[src/rtl/psum_combine_acc_pkg.sv]
// Shared types and helpers for the partial-sum combine/accumulate block and
// for any array-side reference model that needs the same combine arithmetic.
package psum_combine_acc_pkg;

    typedef enum logic {
        ST_ACC  = 1'b0,
        ST_HOLD = 1'b1
    } state_e;

    localparam int PSUM_BW  = 24;
    localparam int PSUM_BW2 = 12;
    localparam int BW2      = 2;

    // Beat counter width; a single-beat group still needs a 1-bit counter.
    function automatic int cnt_width(input int n);
        return (n <= 1) ? 1 : $clog2(n);
    endfunction

    // Default-width combine: full word, or (sext(hi) <<< BW2) + sext(lo).
    function automatic logic signed [PSUM_BW-1:0] psum_combine(
        input logic              mode,
        input logic [PSUM_BW-1:0] data
    );
        logic signed [PSUM_BW-1:0] hi_x;
        logic signed [PSUM_BW-1:0] lo_x;
        hi_x = {{(PSUM_BW-PSUM_BW2){data[PSUM_BW-1]}}, data[PSUM_BW-1:PSUM_BW2]};
        lo_x = {{(PSUM_BW-PSUM_BW2){data[PSUM_BW2-1]}}, data[PSUM_BW2-1:0]};
        return mode ? (hi_x <<< BW2) + lo_x : signed'(data);
    endfunction

endpackage

[src/rtl/psum_combine_acc_if.sv]
// Input beat / output result handshake bundle between the MAC column bottom,
// the combine/accumulate block and the output write port.
interface psum_combine_acc_if #(
    parameter int psum_bw = 24
) ();
    logic               act_mode;
    logic               relu_en;
    logic               in_valid;
    logic               in_ready;
    logic [psum_bw-1:0] in_data;
    logic               out_valid;
    logic               out_ready;
    logic [psum_bw-1:0] out_data;
    logic               busy;

    modport slave (
        input  act_mode, relu_en, in_valid, in_data, out_ready,
        output in_ready, out_valid, out_data, busy
    );

    modport master (
        output act_mode, relu_en, in_valid, in_data, out_ready,
        input  in_ready, out_valid, out_data, busy
    );
endinterface

[src/rtl/psum_combine_acc_unpack.sv]
// Combinational recombination of a packed split-activation psum word into a
// full-width signed psum; full-mode words pass straight through.
module psum_unpack #(
    parameter int psum_bw  = 24,
    parameter int psum_bw2 = 12,
    parameter int bw2      = 2
) (
    input  logic                      i_mode,
    input  logic        [psum_bw-1:0] i_data,
    output logic signed [psum_bw-1:0] o_comb
);
    localparam int HI_W = psum_bw - psum_bw2;

    logic signed [psum_bw-1:0] w_hi_x;
    logic signed [psum_bw-1:0] w_lo_x;

    assign w_hi_x = {{(psum_bw-HI_W){i_data[psum_bw-1]}}, i_data[psum_bw-1:psum_bw2]};
    assign w_lo_x = {{(psum_bw-psum_bw2){i_data[psum_bw2-1]}}, i_data[psum_bw2-1:0]};

    // Sums wrap modulo 2**psum_bw by construction of the result width.
    assign o_comb = i_mode ? (w_hi_x <<< bw2) + w_lo_x : signed'(i_data);
endmodule

[src/rtl/psum_combine_acc.sv]
// Accumulates acc_len combined psums per result, applies optional ReLU and
// holds the result on a valid/ready output with pass-through backpressure.
module psum_combine_acc
    import psum_combine_acc_pkg::*;
#(
    parameter int psum_bw  = 24,
    parameter int psum_bw2 = 12,
    parameter int bw2      = 2,
    parameter int acc_len  = 9
) (
    input  logic                clk,
    input  logic                reset_n,
    psum_combine_acc_if.slave   bus
);
    localparam int CNT_W = cnt_width(acc_len);
    localparam logic [CNT_W-1:0] CNT_LAST = CNT_W'(acc_len - 1);

    state_e                    r_state;
    state_e                    w_state_nxt;
    logic        [CNT_W-1:0]   r_cnt;
    logic                      r_mode_q;
    logic signed [psum_bw-1:0] r_acc;
    logic        [psum_bw-1:0] r_out_data;

    logic                      w_first;
    logic                      w_last;
    logic                      w_mode;
    logic                      w_in_ready;
    logic                      w_beat;
    logic signed [psum_bw-1:0] w_comb;
    logic signed [psum_bw-1:0] w_acc_next;

    function automatic logic signed [psum_bw-1:0] relu(
        input logic signed [psum_bw-1:0] s,
        input logic                      en
    );
        return (s[psum_bw-1] && en) ? '0 : s;
    endfunction

    // In HOLD the counter is already 0, so a beat there opens the next group.
    assign w_first    = (r_cnt == '0);
    assign w_last     = (r_cnt == CNT_LAST);
    assign w_mode     = w_first ? bus.act_mode : r_mode_q;
    assign w_in_ready = (r_state == ST_ACC) ? 1'b1 : bus.out_ready;
    assign w_beat     = bus.in_valid && w_in_ready;

    psum_unpack #(
        .psum_bw  (psum_bw),
        .psum_bw2 (psum_bw2),
        .bw2      (bw2)
    ) u_unpack (
        .i_mode (w_mode),
        .i_data (bus.in_data),
        .o_comb (w_comb)
    );

    assign w_acc_next = w_first ? w_comb : r_acc + w_comb;

    always_comb begin
        w_state_nxt = r_state;
        case (r_state)
            ST_ACC: begin
                if (w_beat && w_last) w_state_nxt = ST_HOLD;
            end
            ST_HOLD: begin
                if (bus.out_ready) w_state_nxt = (w_beat && w_last) ? ST_HOLD : ST_ACC;
            end
            default: w_state_nxt = ST_ACC;
        endcase
    end

    always_ff @(posedge clk or negedge reset_n) begin
        if (!reset_n) r_state <= ST_ACC;
        else          r_state <= w_state_nxt;
    end

    // Beat acceptance: accumulate, count, and capture the result on the last beat.
    always_ff @(posedge clk or negedge reset_n) begin
        if (!reset_n) begin
            r_cnt      <= '0;
            r_mode_q   <= 1'b0;
            r_acc      <= '0;
            r_out_data <= '0;
        end else if (w_beat) begin
            r_acc    <= w_acc_next;
            r_mode_q <= w_mode;
            if (w_last) begin
                r_cnt      <= '0;
                r_out_data <= relu(w_acc_next, bus.relu_en);
            end else begin
                r_cnt <= r_cnt + 1'b1;
            end
        end
    end

    assign bus.in_ready  = w_in_ready;
    assign bus.out_valid = (r_state == ST_HOLD);
    assign bus.out_data  = r_out_data;
    assign bus.busy      = (r_cnt != '0) || (r_state == ST_HOLD);
endmodule

[src/flat_wrapper.sv]
// flat-port wrapper written by rule: the top's interface ports become plain ports
module psum_combine_acc_flat import psum_combine_acc_pkg::*;
#(
    parameter int psum_bw  = 24,
    parameter int psum_bw2 = 12,
    parameter int bw2      = 2,
    parameter int acc_len  = 9
)
  (clk, reset_n, bus_act_mode, bus_relu_en, bus_in_valid, bus_in_data, bus_out_ready, bus_in_ready, bus_out_valid, bus_out_data, bus_busy);
  psum_combine_acc_if #(.psum_bw(psum_bw)) bus_i ();
  input  logic clk;
  input  logic reset_n;
  input wire logic [$bits(bus_i.act_mode)-1:0] bus_act_mode;
  input wire logic [$bits(bus_i.relu_en)-1:0] bus_relu_en;
  input wire logic [$bits(bus_i.in_valid)-1:0] bus_in_valid;
  input wire logic [$bits(bus_i.in_data)-1:0] bus_in_data;
  input wire logic [$bits(bus_i.out_ready)-1:0] bus_out_ready;
  output wire logic [$bits(bus_i.in_ready)-1:0] bus_in_ready;
  output wire logic [$bits(bus_i.out_valid)-1:0] bus_out_valid;
  output wire logic [$bits(bus_i.out_data)-1:0] bus_out_data;
  output wire logic [$bits(bus_i.busy)-1:0] bus_busy;
  assign bus_i.act_mode = bus_act_mode;
  assign bus_i.relu_en = bus_relu_en;
  assign bus_i.in_valid = bus_in_valid;
  assign bus_i.in_data = bus_in_data;
  assign bus_i.out_ready = bus_out_ready;
  assign bus_in_ready = bus_i.in_ready;
  assign bus_out_valid = bus_i.out_valid;
  assign bus_out_data = bus_i.out_data;
  assign bus_busy = bus_i.busy;
  psum_combine_acc #(.psum_bw(psum_bw), .psum_bw2(psum_bw2), .bw2(bw2), .acc_len(acc_len)) u_core (.clk(clk), .reset_n(reset_n), .bus(bus_i));
endmodule
[config.mk]
export PLATFORM = sky130hd
export DESIGN_NAME = psum_combine_acc_flat
export DESIGN_NICKNAME = d
export VERILOG_FILES = /design/src/rtl/psum_combine_acc_pkg.sv /design/src/rtl/psum_combine_acc_if.sv /design/src/rtl/psum_combine_acc_unpack.sv /design/src/rtl/psum_combine_acc.sv /design/src/flat_wrapper.sv
export SDC_FILE = /design/constraint.sdc
export NUM_CORES = 1
export LEC_CHECK = 0
export CAP_MARGIN = 20
export CELL_PAD_IN_SITES_DETAIL_PLACEMENT = 1
export CELL_PAD_IN_SITES_GLOBAL_PLACEMENT = 1
export CORE_MARGIN = 1
export CORE_UTILIZATION = 42
export DETAILED_ROUTE_END_ITERATION = 16
export PLACE_DENSITY = 0.81
export SLEW_MARGIN = 10
export SYNTH_ARGS = -nofsm -noshare
export SYNTH_HDL_FRONTEND = slang
export SYNTH_SLANG_ARGS = --single-unit
[constraint.sdc]
create_clock -name clk -period 5.9 [get_ports clk]
set_clock_uncertainty 0.05 [all_clocks]
set_input_delay 1.475 -clock clk [delete_from_list [all_inputs] [get_ports clk]]
set_output_delay 1.475 -clock clk [all_outputs]
set_load 0.05 [all_outputs]
==> metrics.txt <==
# TYPE chip_impl_metric gauge
chip_impl_metric{name="grt_overflow",unit=""} 0
chip_impl_metric{name="finalHoldViolCount",unit=""} 0
chip_impl_info{name="timing.critical_path.from_type",value="input port"} 1
chip_impl_metric{name="worst_hold_path.num_cells",unit=""} 2
chip_impl_metric{name="synthToLayoutAreaGrowth",unit="%"} 25.9
chip_impl_metric{name="number_of_cells_produced_by_synthesis",unit=""} 565
chip_impl_metric{name="ys_types",unit=""} 56
chip_impl_metric{name="antenna_violations_before_repair",unit=""} 0
chip_impl_info{name="crit-reg2reg-capture",value="u_core.bus.out_data[20]"} 1
chip_impl_metric{name="clock_insertion_delay_worst_skew",unit="ns"} 0.31
chip_impl_metric{name="path_max_fanout",unit=""} 25
chip_impl_metric{name="fmax",unit="MHz"} 175
chip_impl_metric{name="chipHeight",unit="µm"} 107
chip_impl_metric{name="clk_pin_slew",unit="ns"} 0.10
chip_impl_info{name="hold_path_class",value="reg2reg"} 1
chip_impl_metric{name="timing.critical_path.required",unit="ns"} 6.06
chip_impl_info{name="worst_setup_path_startpoint",value="bus_in_data[2]"} 1
chip_impl_metric{name="setup_viol",unit=""} 0
chip_impl_metric{name="core",unit="µm²"} 10500
chip_impl_metric{name="detailroute.wirelength.met3",unit="µm"} 724
chip_impl_metric{name="ff2ff_path_depth",unit=""} 18
chip_impl_metric{name="grt_max_degree",unit=""} 55
chip_impl_metric{name="port-buffer-count",unit=""} 56
chip_impl_metric{name="timing.slew.headroom",unit="%"} 35.3
chip_impl_metric{name="first_pass_iters",unit=""} 5
chip_impl_info{name="clock_tree_root",value="clkbuf_8"} 1
chip_impl_metric{name="drv_cap",unit=""} 0
chip_impl_metric{name="detailroute.via_count",unit=""} 4595
chip_impl_metric{name="groute.usage.overall",unit="%"} 27.9
chip_impl_metric{name="top_level_ports",unit=""} 57
chip_impl_metric{name="dieWidth",unit="µm"} 107
chip_impl_metric{name="synth-async-reset-ratio",unit="%"} 100
chip_impl_metric{name="detailedPlacementHpwl",unit="µm"} 11600
chip_impl_metric{name="postLayoutSetupSlackWorst",unit="ns"} 0.185
chip_impl_metric{name="wl_per_cell",unit="µm"} 19.2
chip_impl_metric{name="post_synth_instance_area",unit="µm²"} 4590
chip_impl_metric{name="post_route_cells_drive_above_1_share",unit="%"} 13.7
chip_impl_metric{name="postPlaceCellArea",unit="µm²"} 5650
chip_impl_metric{name="syn_avg_cell_area",unit="µm²"} 8.13
chip_impl_metric{name="drt-vias-per-instance",unit=""} 5.80
chip_impl_metric{name="clock-sinks",unit=""} 54
chip_impl_metric{name="postSynthRegisterBits",unit=""} 54
chip_impl_info{name="cts_tree",value="built"} 1
chip_impl_metric{name="syn_nets",unit=""} 636
chip_impl_metric{name="final_cell_area",unit="µm²"} 5780
chip_impl_metric{name="detail_route.wirelength",unit="µm"} 15200
chip_impl_metric{name="ant_nets",unit=""} 0
chip_impl_metric{name="final-instance-count-excl-fill",unit=""} 792
chip_impl_metric{name="ys.warnings.count",unit=""} 0
chip_impl_metric{name="drt_drc_violations_left",unit=""} 0
chip_impl_metric{name="numPlacedInstances",unit=""} 784
chip_impl_info{name="route.top_layer_used",value="met4"} 1
chip_impl_metric{name="cp.arrival",unit="ns"} 5.87
chip_impl_metric{name="share_of_the_yosys_chip_area_belonging_to_registers",unit="%"} 29.4
chip_impl_metric{name="drt_iter0_drc",unit=""} 243
chip_impl_info{name="status",value="finished, final reports clean"} 1
chip_impl_info{name="critical_path_class",value="in2reg"} 1
chip_impl_metric{name="synth_enable_flop_cells",unit=""} 0
chip_impl_metric{name="layout.nets",unit=""} 726
chip_impl_metric{name="placementRows",unit=""} 37
chip_impl_metric{name="met2RoutedLength",unit="µm"} 7270
chip_impl_metric{name="preCtsSetupSlack",unit="ns"} -0.319
chip_impl_metric{name="first_global_vias",unit=""} 4805
chip_impl_info{name="postSynth.topFlopCell",value="dfrtp_1"} 1
chip_impl_info{name="critPathCapture",value="u_core.bus.out_data[1]"} 1
chip_impl_metric{name="dieArea",unit="µm²"} 11400
chip_impl_metric{name="r2r_setup_slk",unit="ns"} 1.10
chip_impl_info{name="critPathCaptureType",value="flop"} 1
chip_impl_metric{name="maxSlewViolCount",unit=""} 0
chip_impl_metric{name="cts_inserted_buffers",unit=""} 5
chip_impl_info{name="reg2reg_from",value="u_core.r_cnt[0]"} 1
chip_impl_metric{name="setup_tns",unit="ns"} 0
chip_impl_metric{name="final_period_minus_worst_setup_slack",unit="ns"} 5.72
chip_impl_metric{name="cts_buffer_depth",unit=""} 2
chip_impl_metric{name="finalCritPeriodShare",unit="%"} 96.9
chip_impl_metric{name="worst_slew_pin_slew",unit="ns"} 0.971
chip_impl_metric{name="htree_levels",unit=""} 2
chip_impl_metric{name="gpl.final_weighted_congestion",unit=""} 0.938
chip_impl_metric{name="initial_core_util",unit="%"} 43.9
chip_impl_metric{name="grt_pass1_wl",unit="µm"} 24800
chip_impl_metric{name="postCtsHoldBufs",unit=""} 0
chip_impl_metric{name="antenna-diode-count",unit=""} 0
chip_impl_metric{name="met1_length",unit="µm"} 7090
cell usage after synthesis, types with 3 or more instances:
library cell	number	share of area [%]
or3_1	4	0.55
ha_1	39	11
clkbuf_1	21	1.7
and3_1	4	0.55
buf_1	3	0.25
xor2_1	11	2.1
a221oi_2	5	1.6
a22oi_1	3	0.49
nand2b_1	11	1.5
inv_1	19	1.6
buf_2	5	0.55
mux2_2	3	0.74
o21ai_0	48	5.2
nand3_1	13	1.4
nor2_1	56	4.6
mux2i_1	13	2.8
o211ai_1	6	0.98
a21oi_1	57	6.2
o31ai_1	6	0.98
xnor2_1	15	2.9
a31oi_1	8	1.1
a21o_1	17	2.8
a221oi_1	5	0.95
a211oi_1	5	0.82
nand2_1	66	5.4
nor2b_1	5	0.68
o21a_1	6	0.98
dfrtp_1	54	29
or2_2	5	0.68
and2_1	6	0.82
nor3_1	7	0.76
o21ai_1	3	0.33
o22ai_1	3	0.41
cell families after synthesis:
kind of cell	count (synthesis)	synth area share [%]
buffers and inverters	49	4.22
DFF	54	29.4
xor gates and xnor gates	26	4.96
adders and majority gates	41	11.5
muxes	16	3.57
and+or+nand+nor	183	17.9
AOI/OAI and AO/OA	196	28.5
critical path, cell delays in order:
cell	delay, ns
clkdlybuf4s50_1	0.48
ha_1	0.19
inv_1	0.06
fa_1	0.41
nor2b_2	0.16
o31a_1	0.22
o21a_1	0.15
a21oi_1	0.09
xor2_1	0.15
a21oi_1	0.24
ha_1	0.33
a21oi_2	0.21
o22ai_1	0.12
o32ai_2	0.33
buf_4	0.16
o311ai_1	0.09
nand2_1	0.12
mux2i_2	0.28
xor2_2	0.13
buf_12	0.20
a221oi_1	0.28
routing by layer:
| metal | vias up | track usage (%) |
|---|---|---|
| met5 | - | 0 |
| met4 | 0 | 5.97 |
| met3 | 12 | 3.31 |
| met2 | 111 | 47.4 |
| met1 | 2269 | 38.2 |
| li1 | 2203 | - |
state kept, by name (all words and copies together), names as in the netlist:
name,cells
u_core.bus.out_data,24
u_core.r_acc,24
u_core.r_cnt,4
u_core.bus.out_valid,1
u_core.r_mode_q,1
worst min-delay path by stage:
stage	from	to	slack [ns]
detailed placement	u_core.r_acc[5]	u_core.r_acc[5]	0.43
CTS	u_core.r_acc[22]	u_core.r_acc[22]	0.46
finish	u_core.r_acc[3]	u_core.r_acc[3]	0.45
floorplan	u_core.r_acc[0]	u_core.r_acc[0]	0.40
global route	u_core.r_acc[5]	u_core.r_acc[5]	0.48
global placement	u_core.r_acc[0]	u_core.r_acc[0]	0.42
final cells by class:
type                    instances  area, µm²
clock buffers                   6       72.6
clock inverters                 2       37.5
fillers                      1279       4680
inverters                      19       71.3
multi-input cells             462       3080
flip-flops and latches         54       1350
well taps                     136        170
repair buffers                113        996
per-stage QoR:
step / hold WS [ns] / utilization (%)
after floorplan: 0.404 / -
after global placement: 0.418 / 54.0
after detailed placement: 0.432 / 54.0
after CTS: 0.456 / 55.0
after global routing: 0.483 / 55.2
final: 0.454 / 55.2
layout by cell type (no fill, tap or decap), drive strengths merged, types with 4 or more instances in the layout:
master,instances
or3,4
xnor2,15
nand2b,11
mux2i,13
xor2,11
o21a,6
nand3,13
o31ai,7
clkdlybuf4s50,55
a21o,17
a211oi,6
a31oi,8
nor2b,5
a221oi,10
or2,5
a21oi,57
ha,39
nand2,66
nor3,7
buf,58
and2,6
clkbuf,6
o21ai,51
nor2,56
o211ai,6
dfrtp,54
inv,19
and3,4
what timing repair did:
action / 4_1_cts / 5_1_grt
setup endpoints to repair: 1 / 27
setup buffers: 0 / 0
resized for setup: 1 / 7
pin swaps: 0 / 1
Power is left out: the tool's default activity adds up to more than one toggle a clock period on the data nets, which glitch-free logic cannot reach.
